`src/rtl/cardinal_input_channel.sv`:
```
`default_nettype none
// ============================================================================
//  Module   : cardinal_input_channel
//  Purpose  : Two-buffer (even/odd VC) input channel for a ring-style router.
//             On each cycle the upstream side fills buf[polarity] while the
//             output side drains buf[~polarity]. A drained packet goes to the
//             eject port when its hop field is zero. Otherwise it goes to the
//             forward port with the hop field shifted right one bit.
//
//  Ports    : clk       - single clock, rising-edge active
//             reset     - synchronous, active-high reset
//             polarity  - global even/odd phase, toggles every cycle
//             si/ri/di  - upstream valid / ready / 64-bit packet
//             fwd_so/fwd_ro/fwd_do - forward port valid / ready / packet
//             ej_so/ej_ro/ej_do    - eject port valid / ready / packet
//             rx_cnt/fwd_cnt/ej_cnt - 16-bit saturating statistics
//                                     (CARDINAL_IC_STATS_EN only)
//
//  Config   : `define CARDINAL_IC_STATS_EN to add the statistics counters.
//
//  Revision : 1.0  initial release
// ============================================================================
module cardinal_input_channel (
  input  logic        clk,
  input  logic        reset,
  input  logic        polarity,
  input  logic        si,
  input  logic [63:0] di,
  output logic        ri,
  output logic        fwd_so,
  input  logic        fwd_ro,
  output logic [63:0] fwd_do,
  output logic        ej_so,
  input  logic        ej_ro,
  output logic [63:0] ej_do
`ifdef CARDINAL_IC_STATS_EN
  ,
  output logic [15:0] rx_cnt,
  output logic [15:0] fwd_cnt,
  output logic [15:0] ej_cnt
`endif
);

  logic [63:0] buf_q [2];
  logic [63:0] buf_d [2];
  logic [1:0]  full_q;
  logic [1:0]  full_d;

  logic        out_sel;
  logic [63:0] out_pkt;
  logic [7:0]  out_hop;
  logic        accept;

  always_comb begin
    out_sel = ~polarity;
    out_pkt = buf_q[out_sel];
    out_hop = out_pkt[55:48];

    // Gating with reset keeps all handshakes quiet during the reset cycle.
    // Without it, a buffer left full from before reset could still drive so.
    ri     = ~reset & ~full_q[polarity];
    fwd_so = ~reset & full_q[out_sel] & (out_hop != 8'h00) & fwd_ro;
    ej_so  = ~reset & full_q[out_sel] & (out_hop == 8'h00) & ej_ro;
    accept = si & ri;

    fwd_do = fwd_so ? {out_pkt[63:56], 1'b0, out_hop[7:1], out_pkt[47:0]} : 64'h0;
    ej_do  = ej_so ? out_pkt : 64'h0;

    buf_d  = buf_q;
    full_d = full_q;
    // Fill and drain always address opposite buffers, so both can happen
    // in the same cycle without conflict.
    if (accept) begin
      buf_d[polarity]  = di;
      full_d[polarity] = 1'b1;
    end
    if (fwd_so || ej_so) begin
      full_d[out_sel] = 1'b0;
    end
  end

  always_ff @(posedge clk) begin
    if (reset) begin
      buf_q[0] <= 64'h0;
      buf_q[1] <= 64'h0;
      full_q   <= 2'b00;
    end else begin
      buf_q[0] <= buf_d[0];
      buf_q[1] <= buf_d[1];
      full_q   <= full_d;
    end
  end

`ifdef CARDINAL_IC_STATS_EN
  logic [15:0] rx_cnt_q, rx_cnt_d;
  logic [15:0] fwd_cnt_q, fwd_cnt_d;
  logic [15:0] ej_cnt_q, ej_cnt_d;

  always_comb begin
    rx_cnt_d  = rx_cnt_q;
    fwd_cnt_d = fwd_cnt_q;
    ej_cnt_d  = ej_cnt_q;
    if (accept && (rx_cnt_q != 16'hFFFF)) begin
      rx_cnt_d = rx_cnt_q + 16'd1;
    end
    if (fwd_so && (fwd_cnt_q != 16'hFFFF)) begin
      fwd_cnt_d = fwd_cnt_q + 16'd1;
    end
    if (ej_so && (ej_cnt_q != 16'hFFFF)) begin
      ej_cnt_d = ej_cnt_q + 16'd1;
    end
  end

  always_ff @(posedge clk) begin
    if (reset) begin
      rx_cnt_q  <= 16'h0;
      fwd_cnt_q <= 16'h0;
      ej_cnt_q  <= 16'h0;
    end else begin
      rx_cnt_q  <= rx_cnt_d;
      fwd_cnt_q <= fwd_cnt_d;
      ej_cnt_q  <= ej_cnt_d;
    end
  end

  assign rx_cnt  = rx_cnt_q;
  assign fwd_cnt = fwd_cnt_q;
  assign ej_cnt  = ej_cnt_q;
`endif

endmodule
`default_nettype wire
```
`config.mk`:
```
export PLATFORM = sky130hd
export DESIGN_NAME = cardinal_input_channel
export DESIGN_NICKNAME = d
export VERILOG_FILES = /design/src/rtl/cardinal_input_channel.sv
export SDC_FILE = /design/constraint.sdc
export NUM_CORES = 1
export LEC_CHECK = 0
export ABC_CLOCK_PERIOD_IN_PS = 2500
export CORE_MARGIN = 4
export CORE_UTILIZATION = 40
export CTS_BUF_LIST = sky130_fd_sc_hd__clkbuf_8 sky130_fd_sc_hd__clkbuf_16
export DETAILED_ROUTE_END_ITERATION = 10
export MAX_ROUTING_LAYER = met4
export PLACE_DENSITY = 0.73
export SLEW_MARGIN = 20
export SYNTH_ARGS = -nofsm -noshare
export SYNTH_HDL_FRONTEND = slang
export SYNTH_SLANG_ARGS = --single-unit
```
`constraint.sdc`:
```
create_clock -name clk -period 2.5 [get_ports clk]
set_clock_uncertainty 0.2 [all_clocks]
set_input_delay 0.25 -clock clk [delete_from_list [all_inputs] [get_ports clk]]
set_output_delay 0.25 -clock clk [all_outputs]
set_load 0.05 [all_outputs]
```
==> metrics.txt <==
CP Capture Type=output port; post-DP HPWL=11110 um; Placement Rows=43; vias in the first global route=5598; post-synthesis cell count=798; sequential share of power=0.415; Tcrit/Tclk final=1.053; setup violators final=120; adder-cell share of the synthesized area=0; GR Util met1=0.2725; setup ws final=-133.3 ps; post-synthesis sequential area ratio=0.4461; met2 usage=0.3482; Hold Slack=206.1 ps; Yosys reg bits=130; fmax=379.7 MHz; post-synthesis mux area share=0.1081; Initial Utilization=0.4139; Startpoint Class=flop; largest family of logic cells by synthesized area=simple AND/OR/NAND/NOR gates; Post-Synth XOR/XNOR Area=0; max-capacitance violation count=0; total power divided by cell area=545.5 nW/um^2; total CTS buffers=17; Fillers=1119; max incr delay on CP=440 ps; slew margin rel.=0.5557; Yosys warnings=0; largest net degree at the start of global routing=61; Root Driver=clkbuf_16; Tot GR Track Use=0.2177; GRT Max-Usage Layer=met2; arrival time at the worst endpoint=2180 ps; Area Overhead vs Synth=65.30%; I/O pin cnt=201; clk slew on worst S/H paths=50 ps; clock latency on the worst-skew pair=420 ps; power share of the combinational group=0.104; failing checks=negative setup slack; CP Class=reg -> out; CORE AREA=14100 um^2; RSZ-0062 raised after global routing=yes; Slew Viols, Final=0; antenna viol nets, final=0; post-synthesis simple-gate area fraction=0.2631; synthesized area per cell=7.311 um^2; PortBufs=191; hold path depth=3; diode count=0; Worst Reg-to-Reg Cells=7; Initial DRC Count=524; endpoints failing hold=0; clock buffer depth=2; CTS tree=built; P_sw=1217 uW; status=finished, violations left; initial antenna violation count=0; die area=16580 um^2; switching share of power=0.2314; Internal Power=4044 uW; gpl congestion=0.7453; clock share of power=0.481; # H-tree levels=4; layout cells sized above 1=0.2490; Slew @ Worst Pin=664.2 ps; total power=5261 uW; WL final=18630 um; worst endpoint required time=2050 ps; Worst Hold Class=in -> reg; slowest CP cell=o32a_4; commonest non-fill, non-tap cells in the layout=nand2_1, a21oi_1, dfxtp_1; number of remaining DRC errors=0; DR vias=5926; dpl ws=194.5 ps; average wire per standard cell=16.06 um; critical-path cell list=nor4_4 -> nand2_1 -> o32a_4 -> buf_16 -> nor2_2 -> buf_12; Vias/cell=5.109; Worst VDD drop=0.0004193 V; Num Clock Sinks=130; first-pass GRT wire length=28120 um; Final Critical Period=2633 ps; met3 usage=0.04857; Layout Nets=1038; Post-Syn Area=5834 um^2; cell leakage power=0.003528 uW; Yosys cell types=24; total gr overflow=0; chip width=128.8 um; CP Max Fanout=13; Pre-antenna DRT Iters=5; most common cell after layout, fill and taps aside=nand2_1; post-synthesis compound-gate area fraction=0.1162; die height=128.8 um
-- sequential cells by signal (all words and copies together) (netlist names) --
signal  count
buf_q     128
full_q      2
-- logic make-up after synthesis --
group / after synthesis
AO/OA/AOI/OAI: 133
multiplexers: 63
flip-flops: 130
AND/OR/NAND/NOR: 396
other: 1
buffers and inverters: 75
-- repair_timing --
item | in CTS | in global routing
cloned | 1 | 2
pin swaps | 8 | 10
endpoints found under the setup margin | 57 | 121
setup buffers | 2 | 0
hold buffers | 1 | 0
endpoints found under the hold margin | 17 | 0
gates resized for setup | 99 | 93
-- synth_stat cells (all sizes together) --
cell type | count | share of area
nor2b | 1 | 0.0011
conb | 1 | 0.00064
inv | 2 | 0.0013
dfxtp | 130 | 0.45
nor3b | 2 | 0.0026
nor3 | 2 | 0.0017
a211oi | 2 | 0.0026
nor2 | 121 | 0.078
mux2i | 63 | 0.11
and4b | 1 | 0.0017
clkbuf | 25 | 0.016
nand2b | 3 | 0.0032
nand2 | 259 | 0.17
nand4b | 1 | 0.0015
a22oi | 1 | 0.0013
nor4 | 4 | 0.0043
o32a | 1 | 0.0017
a21oi | 129 | 0.11
or3 | 1 | 0.0011
buf | 48 | 0.048
or3b | 1 | 0.0015
-- critical path, delay by kind of cell, from the launching register on --
family / cells / cell delay (ps)
flip-flops: 1 / 330
AO/OA/AOI/OAI: 1 / 440
buffers and inverters: 2 / 360
AND/OR/NAND/NOR: 3 / 640
-- area by class of cell --
type | count | area [um^2] | area share
Multi-Input combinational cell | 601 | 3331 | 0.3454
Timing Repair Buffer | 216 | 2868 | 0.2974
Sequential cell | 130 | 2605 | 0.2701
Clock buffer | 22 | 494.2 | 0.05125
Tap cell | 180 | 225.2 | 0.02335
Clock inverter | 9 | 113.9 | 0.01181
Inverter | 2 | 7.507 | 0.0007784
-- power by group through the flow --
stage               clock network (uW)  registers (uW)  logic, uW
floorplan                            0            2220        305
global placement                     0            2220        489
detailed placement                   0            2220        493
CTS                               2560            2180        530
global route                      2650            2190        591
finish                            2530            2180        549
-- metal layers --
| metal | part of all wire | wire length (um) |
|---|---|---|
| met2 | 0.50 | 9361 |
| met1 | 0.42 | 7753 |
| met3 | 0.065 | 1205 |
| met4 | 0.016 | 304 |
| met5 | 0 | 0 |
-- through the flow --
stage / instance area (um^2) / setup TNS (ps) / cells / util
3_3_place_gp: 8225 / 0 / 1123 / 0.5835
2_1_floorplan: 5864 / 0 / 806 / -
4_1_cts: 9234 / -2092 / 1158 / 0.6551
5_1_grt: 9644 / -15470 / 1160 / 0.6842
6_report: 9644 / -8362 / 1160 / 0.6842
3_5_place_dp: 8225 / 0 / 1123 / 0.5835
-- final timing paths --
| kind | end | slack, ps | startpoint |
|---|---|---|---|
| hold / removal | buf_q[7] | 210 | di[7] |
| setup reg to reg | full_q[1] | 370 | buf_q[48] |
| setup / recovery | ej_do[5] | -130 | buf_q[48] |
| hold reg to reg | buf_q[83] | 250 | buf_q[83] |
No activity file was read; power rests on OpenSTA's default activity.
